## config.mk

```make
export PLATFORM = sky130hd
export DESIGN_NAME = write_back_unit
export DESIGN_NICKNAME = d
export VERILOG_FILES = /design/src/rtl/write_back_unit.sv
export SDC_FILE = /design/constraint.sdc
export NUM_CORES = 1
export LEC_CHECK = 0
export BUFFER_PORTS_ARGS = -buffer_cell sky130_fd_sc_hd__buf_2
export CELL_PAD_IN_SITES_DETAIL_PLACEMENT = 1
export CELL_PAD_IN_SITES_GLOBAL_PLACEMENT = 1
export CORE_MARGIN = 3
export CORE_UTILIZATION = 54
export CTS_BUF_LIST = sky130_fd_sc_hd__clkbuf_8
export DETAILED_ROUTE_END_ITERATION = 10
export PLACE_DENSITY = 0.9
export SYNTH_ARGS = -nofsm -noshare
export SYNTH_HDL_FRONTEND = slang
export SYNTH_SLANG_ARGS = --single-unit
```

## constraint.sdc

```tcl
create_clock -name clk -period 3.4 [get_ports clk]
set_clock_uncertainty 0.05 [all_clocks]
set_input_delay 0.51 -clock clk [delete_from_list [all_inputs] [get_ports clk]]
set_output_delay 0.51 -clock clk [all_outputs]
set_load 0.01 [all_outputs]
```

## src/rtl/write_back_unit.sv

```systemverilog
// Register write-back initiator: ALU and LSU results are queued per source, then
// one write-back per cycle is issued in round-robin order.
// Optional build macro WRITE_BACK_BYPASS_EN adds a one-cycle ALU path when both queues are idle.

// Generic single-clock FIFO.
// Latency: a pushed entry is visible at the head one edge after the push.
// Backpressure: full depends on registered occupancy only; a push while full is ignored.
module wb_fifo #(
    parameter int DEPTH = 4,
    parameter int WIDTH = 8
) (
    input  logic             clk,
    input  logic             rst,
    input  logic             push_vld,
    input  logic [WIDTH-1:0] push_dat,
    input  logic             pop_vld,
    output logic [WIDTH-1:0] head_dat,
    output logic             full,
    output logic             empty
);
    localparam int PW = $clog2(DEPTH);

    logic [WIDTH-1:0] mem [DEPTH];
    logic [PW-1:0]    wr_ptr;
    logic [PW-1:0]    rd_ptr;
    logic [PW:0]      count;
    logic             do_push;
    logic             do_pop;

    assign full     = (count == (PW+1)'(DEPTH));
    assign empty    = (count == '0);
    assign do_push  = push_vld & ~full;
    assign do_pop   = pop_vld & ~empty;
    assign head_dat = mem[rd_ptr];

    // Storage carries no reset; occupancy alone decides what is valid.
    always_ff @(posedge clk) begin
        if (do_push) begin
            mem[wr_ptr] <= push_dat;
        end
    end

    always_ff @(posedge clk or negedge rst) begin
        if (!rst) begin
            wr_ptr <= '0;
            rd_ptr <= '0;
            count  <= '0;
        end else begin
            if (do_push) begin
                wr_ptr <= wr_ptr + 1'b1;
            end
            if (do_pop) begin
                rd_ptr <= rd_ptr + 1'b1;
            end
            count <= count + (PW+1)'(do_push) - (PW+1)'(do_pop);
        end
    end
endmodule

// Write-back arbiter: two source FIFOs, round-robin pop, registered strobe/index/result.
// Latency: accept at edge k, strobe between edges k+1 and k+2 (edge k to k+1 on the bypass path).
// Backpressure: per-source ready is "queue not full" from registered state; no pop pass-through.
module write_back_unit #(
    parameter int QUEUE_DEPTH               = 4,
    parameter int REGISTER_DESCRIPTOR_WIDTH = 5,
    parameter int OPERAND_WIDTH             = 32
) (
    input  logic                                 clk,
    input  logic                                 rst,
    input  logic                                 alu_valid_input,
    input  logic [REGISTER_DESCRIPTOR_WIDTH-1:0] alu_register_input,
    input  logic [OPERAND_WIDTH-1:0]             alu_result_input,
    output logic                                 alu_ready_output,
    input  logic                                 lsu_valid_input,
    input  logic [REGISTER_DESCRIPTOR_WIDTH-1:0] lsu_register_input,
    input  logic [OPERAND_WIDTH-1:0]             lsu_result_input,
    output logic                                 lsu_ready_output,
    output logic                                 write_back_output,
    output logic [REGISTER_DESCRIPTOR_WIDTH-1:0] write_back_register_output,
    output logic [OPERAND_WIDTH-1:0]             result_output
);
    typedef struct packed {
        logic [REGISTER_DESCRIPTOR_WIDTH-1:0] dst;
        logic [OPERAND_WIDTH-1:0]             res;
    } wb_entry_t;

    localparam int   EW     = $bits(wb_entry_t);
    localparam logic RR_ALU = 1'b0;
    localparam logic RR_LSU = 1'b1;

    wb_entry_t alu_in_dat, lsu_in_dat, alu_head_dat, lsu_head_dat, pop_dat;
    logic      alu_full, alu_empty, lsu_full, lsu_empty;
    logic      alu_push_vld, lsu_push_vld, alu_pop_vld, lsu_pop_vld;
    logic      bypass_vld, pop_vld;
    logic      rr_ptr;

    assign alu_in_dat       = '{dst: alu_register_input, res: alu_result_input};
    assign lsu_in_dat       = '{dst: lsu_register_input, res: lsu_result_input};
    assign alu_ready_output = ~alu_full;
    assign lsu_ready_output = ~lsu_full;
    assign alu_push_vld     = alu_valid_input & ~alu_full;
    assign lsu_push_vld     = lsu_valid_input & ~lsu_full;

`ifdef WRITE_BACK_BYPASS_EN
    assign bypass_vld = alu_push_vld & alu_empty & lsu_empty & ~lsu_valid_input;
`else
    assign bypass_vld = 1'b0;
`endif

    // A lone non-empty queue always wins; the pointer only breaks ties.
    assign alu_pop_vld = ~alu_empty & (lsu_empty | (rr_ptr == RR_ALU));
    assign lsu_pop_vld = ~lsu_empty & (alu_empty | (rr_ptr == RR_LSU));
    assign pop_vld     = alu_pop_vld | lsu_pop_vld | bypass_vld;
    assign pop_dat     = bypass_vld  ? alu_in_dat   :
                         alu_pop_vld ? alu_head_dat : lsu_head_dat;

    wb_fifo #(.DEPTH(QUEUE_DEPTH), .WIDTH(EW)) u_alu_fifo (
        .clk      (clk),
        .rst      (rst),
        .push_vld (alu_push_vld & ~bypass_vld),
        .push_dat (alu_in_dat),
        .pop_vld  (alu_pop_vld),
        .head_dat (alu_head_dat),
        .full     (alu_full),
        .empty    (alu_empty)
    );

    wb_fifo #(.DEPTH(QUEUE_DEPTH), .WIDTH(EW)) u_lsu_fifo (
        .clk      (clk),
        .rst      (rst),
        .push_vld (lsu_push_vld),
        .push_dat (lsu_in_dat),
        .pop_vld  (lsu_pop_vld),
        .head_dat (lsu_head_dat),
        .full     (lsu_full),
        .empty    (lsu_empty)
    );

    always_ff @(posedge clk or negedge rst) begin
        if (!rst) begin
            rr_ptr <= RR_ALU;
        end else if (!alu_empty && !lsu_empty) begin
            rr_ptr <= (rr_ptr == RR_ALU) ? RR_LSU : RR_ALU;
        end
    end

    // Register 0 is never written: such entries drain silently and the outputs hold.
    always_ff @(posedge clk or negedge rst) begin
        if (!rst) begin
            write_back_output          <= 1'b0;
            write_back_register_output <= '0;
            result_output              <= '0;
        end else begin
            write_back_output <= 1'b0;
            if (pop_vld && (pop_dat.dst != '0)) begin
                write_back_output          <= 1'b1;
                write_back_register_output <= pop_dat.dst;
                result_output              <= pop_dat.res;
            end
        end
    end
endmodule

```

# Word level (Yosys, flattened, before mapping)
# Memory sizes are Yosys's and may differ from the RTL's.
# Cells that the tools add are included.
op_classes:
  n_eq_ne: 2
  reduce_logical: 7
  add_sub_neg: 8
  n_mux: 7
  bitwise: 16
ops:
  columns: ["op", "n"]
  rows:
  - ["2-to-1 mux 37 bit", 1]
  - ["adder 2 x 1 -> 2 bit, second input constant", 4]
  - ["bitwise AND 1 bit", 8]
  - ["adder 3 x 1 -> 3 bit", 2]
  - ["== test 3 bit, second input constant", 2]
  - ["zero test 3 bit", 2]
  - ["2-to-1 mux 1 bit", 6]
  - ["subtractor 3 x 1 -> 3 bit", 2]
  - ["inverter 1 bit", 5]
  - ["nonzero test 5 bit", 1]
  - ["bitwise OR 1 bit", 3]
  - ["logical AND 1 bit", 2]
  - ["zero test 1 bit", 2]
word_totals:
  ff_bits: 53
  mem_count: 2
  out_inout_bits: 40
  ramBits: 296
  input_bits: 78
  word_cells: 52
memory_table:
  columns: ["memory", "depth", "word_bits", "read_ports", "rd_clocked_by_memory_dff", "wr", "line", "rtl"]
  rows:
  - ["u_alu_fifo.mem", 4, 37, 1, 0, 1, "23", "logic [WIDTH-1:0] mem [DEPTH];"]
  - ["u_lsu_fifo.mem", 4, 37, 1, 0, 1, "23", null]

# Longest topological paths before layout
logic_depth:
  depth_word: 7
  mapped_depth: 10
  mapped_depth_nobuf: 10

# Cells and area by module
# Synthesis repeated with hierarchy kept, for this count alone.
hier_totals:
  hier_cells: 664
  hier_area_um2: 13685.6
modules_own_cells:
  columns: ["module", "cells_each", "area_each_um2", "seq_area_each_um2", "n_inst"]
  rows:
  - ["wb_fifo", 234, 5796.8, 4619.4, 2]
  - ["write_back_unit", 196, 2092.0, 975.9, 1]

# Worst setup path before layout
# OpenSTA, ideal clock, no wires.
synth_path:
  path_kind: "reg2reg"
  start: "register u_lsu_fifo.count[1]"
  end: "register u_alu_fifo.count[2]"
  slack_ns: 0.853
  arrival_time_ns: 2.371
  n_path_buf: 0
  setup_time_ns: 0.126
  stages_incl_launch_ff: 11
  period_less_slack_ns: 2.547
  required_ns: 3.224
  cell_sequence: "dfrtp_1 -> or3_1 -> a21o_1 -> inv_2 -> ha_1 -> inv_1 -> ha_1 -> inv_1 -> fa_1 -> xnor2_1 -> xnor2_1"
synth_between:
  elab_chain_cells: 5
synth_lines:
  columns: ["item", "line", "rtl"]
  rows:
  - ["from (decl)", "26", "logic [PW:0] count;"]
  - ["from (signal assigned)", "55", "count <= count + (PW+1)'(do_push) - (PW+1)'(do_pop);"]
  - ["zero test 3 bit", "31", "assign empty = (count == '0);"]
  - ["bitwise OR 1 bit", "111", "assign alu_pop_vld = ~alu_empty & (lsu_empty | (rr_ptr == RR_ALU));"]
  - ["bitwise AND 1 bit", "111", null]
  - ["bitwise AND 1 bit", "33", "assign do_pop = pop_vld & ~empty;"]
  - ["net u_alu_fifo.do_pop", "28", "logic do_pop;"]
  - ["subtractor 3 x 1 -> 3 bit", "55", null]
  - ["to (signal assigned)", "55", null]
  - ["to (decl)", "26", null]
# The timed path passes the listed nets, and every way through them passes these cells.
# A chain may end at the register's enable or synchronous reset.

# Worst setup path after layout
layout_path:
  start: "register u_alu_fifo.count[2]"
  end: "register result_output[11]"
layout_between:
  elab_chain_cells: 6
  elab_cells_between_ends: 9
  cone_classes: "mux: 1; bitwise: 5; reduce/logical: 3"
layout_lines:
  columns: ["item", "line", "rtl"]
  rows:
  - ["zero test 3 bit (*)", "31", null]
  - ["inverter 1 bit", "111", null]
  - ["bitwise AND 1 bit", "111", null]
  - ["2-to-1 mux 37 bit", "115", "alu_pop_vld ? alu_head_dat : lsu_head_dat;"]
  - ["nonzero test 5 bit", "155", "if (pop_vld && (pop_dat.dst != '0)) begin"]
  - ["logical AND 1 bit", "155", null]
  - ["to (signal assigned)", "158", "result_output <= pop_dat.res;"]
  - ["to (decl)", "80", "output logic [OPERAND_WIDTH-1:0] result_output"]
# Mark *: on every way between the ends. The rest lies on a longest branch, timed or not.

==> load_flow_metrics.sql <==
INSERT INTO impl_metrics (metric_group, metric, value, unit) VALUES
('cells_and_area', 'layout.cells.non_filler', '1132', ''),
('yosys', 'yosys.cell_count.top_type', 'sky130_fd_sc_hd__edfxtp_1', ''),
('yosys', 'main_combinational_cell_family_by_area_after_synthesis', 'multiplexers', ''),
('setup_path', 'regToRegStartpoint', 'u_alu_fifo.count[2]', ''),
('sta', 'timing.slew.headroom', '24.4', '%'),
('die', 'io_pins', '118', ''),
('cells_and_area', 'filler_cell_count', '2004', ''),
('placement', 'place_ws', '0.405', 'ns'),
('sta', 'final_critical_path_setup_slack', '0.314', 'ns'),
('die', 'die_width', '164', 'um'),
('route', 'detail_route.iter0.violations', '682', ''),
('global_routing', 'grt_pass1_wl', '50200', 'um'),
('yosys', 'yosysWarnings', '0', ''),
('sta', 'max_clock_freq', '324', 'MHz'),
('yosys', 'synth.area.top_cells', 'sky130_fd_sc_hd__edfxtp_1, sky130_fd_sc_hd__mux4_2, sky130_fd_sc_hd__dfrtp_1', ''),
('yosys', 'synth.lib_cells_used.distinct', '31', ''),
('placement', 'dpl.cell_count', '1027', ''),
('power_and_ir_drop', 'power_density', '964', 'nW/um2'),
('sta', 'final_hold_violation_count', '0', ''),
('route', 'post-route-drc-count', '0', ''),
('yosys', 'syn_area', '13500', 'um2'),
('yosys', 'post_synthesis_cells', '599', ''),
('sta', 'final_max_slew_viol_count', '0', ''),
('cells_and_area', 'area_growth', '15.0', '%'),
('setup_path', 'critPathCaptureType', 'flip-flop', ''),
('cells_and_area', 'finalInstanceArea', '15500', 'um2'),
('clock_network', 'cts.reportedPaths.clkPinSlew', '0.07', 'ns'),
('yosys', 'yosys-mux-area-fraction', '19.0', '%'),
('die', 'die-area', '27000', 'um2'),
('setup_path', 'reg2regPathDepth', '7', ''),
('sta', 'worst_margin_slew', '1.13', 'ns'),
('placement', 'gp_congestion', '0.773', ''),
('cells_and_area', 'finalNetCount', '852', ''),
('setup_path', 'crit_arrival', '3.49', 'ns'),
('yosys', 'synthesis.area_per_instance', '22.6', 'um2'),
('yosys', 'synth-seq-cells', '349', ''),
('setup_path', 'critPathLaunchType', 'flip-flop', ''),
('cells_and_area', 'regArea', '10200', 'um2'),
('power_and_ir_drop', 'peakVddDrop', '0.000516', 'V'),
('sta', 'fin_crit_share', '90.8', '%'),
('clock_network', 'cts_made_buffers', '54', ''),
('die', 'floorplan.core_area', '24500', 'um2'),
('yosys', 'netlist.top_cell.by_area', 'sky130_fd_sc_hd__edfxtp_1', ''),
('worst_hold_path', 'worst_hold_path.num_cells', '1', ''),
('run', 'drv_cap', '0', ''),
('clock_network', 'cts_buffer_depth', '3', ''),
('setup_path', 'critical_path_startpoint', 'u_alu_fifo.count[2]', ''),
('sta', 'setup_viol', '0', ''),
('yosys', 'mapped_nets', '691', ''),
('global_routing', 'largest_net_degree_at_the_start_of_global_routing', '38', ''),
('yosys', 'synthFlopType', 'sky130_fd_sc_hd__edfxtp_1', ''),
('clock_network', 'cts.root.buffer_cell', 'sky130_fd_sc_hd__clkbuf_8', ''),
('global_routing', 'grt_antenna_before_repair', '6', ''),
('clock_network', 'tritoncts_num_sinks', '349', ''),
('yosys', 'post_synth_xor_area_fraction', '0.713', '%'),
('sta', 'rsz0062_at_grt', 'no', ''),
('setup_path', 'crit_fanout', '26', ''),
('route', 'avgRoutedWirePerCell', '29.6', 'um'),
('global_routing', 'grt_overflow', '0', ''),
('yosys', 'number_of_flops_mapped_to_enable_cells_by_yosys', '296', ''),
('cells_and_area', 'multi_input_comb_area', '3150', 'um2'),
('setup_path', 'crit_required', '3.81', 'ns'),
('outcome', 'status', 'finished, final reports clean', ''),
('clock_network', 'skew_pair_late_insertion_delay', '0.60', 'ns'),
('route', 'detail_route.vias_per_cell', '5.93', ''),
('yosys', 'synth.top_cell.area_share', '65.7', '%'),
('sta', 'fin_hold_ws', '0.0831', 'ns'),
('route', 'drtPass1Iterations', '5', ''),
('yosys', 'synth_simple_gate_area_share', '1.83', '%'),
('setup_path', 'criticalPathCategory', 'reg -> reg', ''),
('die', 'placement_rows', '57', '');
==> state kept, by name, summed over array words and instances, names as in the netlist <==
signal	count
result_output	32
rr_ptr	1
u_alu_fifo.count	3
u_alu_fifo.mem	148
u_alu_fifo.rd_ptr	2
u_alu_fifo.wr_ptr	2
u_lsu_fifo.count	3
u_lsu_fifo.mem	148
u_lsu_fifo.rd_ptr	2
u_lsu_fifo.wr_ptr	2
write_back_output	1
write_back_register_output	5
==> layer usage <==
metal  vias to the layer above  global-route usage (%)  wire [um]
li1                       2763                       -          -
met1                      3564                    34.9      13400
met2                       303                    43.3      17200
met3                        72                    5.04       2070
met4                         6                    7.92        785
met5                         -                       0         41
==> cells by family after synthesis <==
| family | after synthesis |
|---|---|
| compound gates | 6 |
| xor+xnor | 11 |
| fa+ha+maj | 14 |
| buf+inv | 36 |
| flops | 349 |
| mux | 144 |
| simple gates | 39 |
==> path summary, 6_finish.rpt <==
kind	slack [ns]	endpoint
min in group asynchronous	0.53	result_output[1]
worst max-delay path	0.31	result_output[11]
worst min register to register	0.47	result_output[22]
worst max register to register	0.31	result_output[11]
max in group asynchronous	1.88	result_output[10]
worst min-delay path	0.08	u_alu_fifo.mem[3][30]
==> layout by cell type (no fill, tap or decap), drive strengths merged, types with 3 or more instances in the layout <==
cell      n
clkbuf   62
edfxtp  296
xnor2    10
dfrtp    53
ha       12
nor3      4
o21ai     4
and3      8
inv      31
nand2    18
mux2     68
clkinv   18
buf     127
diode     3
mux4     74
==> power by group <==
| part | switching (mW) | internal [mW] |
|---|---|---|
| Combinational | 2.53 | 2.48 |
| Clock | 1.71 | 1.75 |
| Sequential | 0.686 | 5.83 |
| Total | 4.92 | 10.1 |
==> per-stage QoR <==
stage	utilization [%]	power, mW
2_1_floorplan	-	9.80
3_3_place_gp	59.2	10.9
3_5_place_dp	59.2	11.4
4_1_cts	63.5	15.1
5_1_grt	63.6	15.6
6_report	63.6	15.0
==> what timing repair did <==
item,4_1_cts,5_1_grt
hold buffers,1,0
endpoints found under the hold margin,11,0
setup buffers,0,0
==> final cells by class <==
type,instances,area share [%]
Clock inverter,39,1.24
Antenna cell,3,0.0483
Tap cell,324,2.61
Timing Repair Buffer,128,4.31
Inverter,13,0.314
Clock buffer,62,5.49
Sequential cell,349,65.8
Multi-Input combinational cell,214,20.2
==> worst max-delay path, cell delays in order, from the launching register on <==
cell and delay, ns:
sky130_fd_sc_hd__dfrtp_1 0.45, sky130_fd_sc_hd__nor3_1 0.39, sky130_fd_sc_hd__a21o_2 0.43, sky130_fd_sc_hd__buf_4 0.48, sky130_fd_sc_hd__nor3_4 0.10, sky130_fd_sc_hd__nor3_4 0.17
sky130_fd_sc_hd__buf_4 0.48, sky130_fd_sc_hd__mux2_1 0.40
No activity file was read; power rests on OpenSTA's default activity.
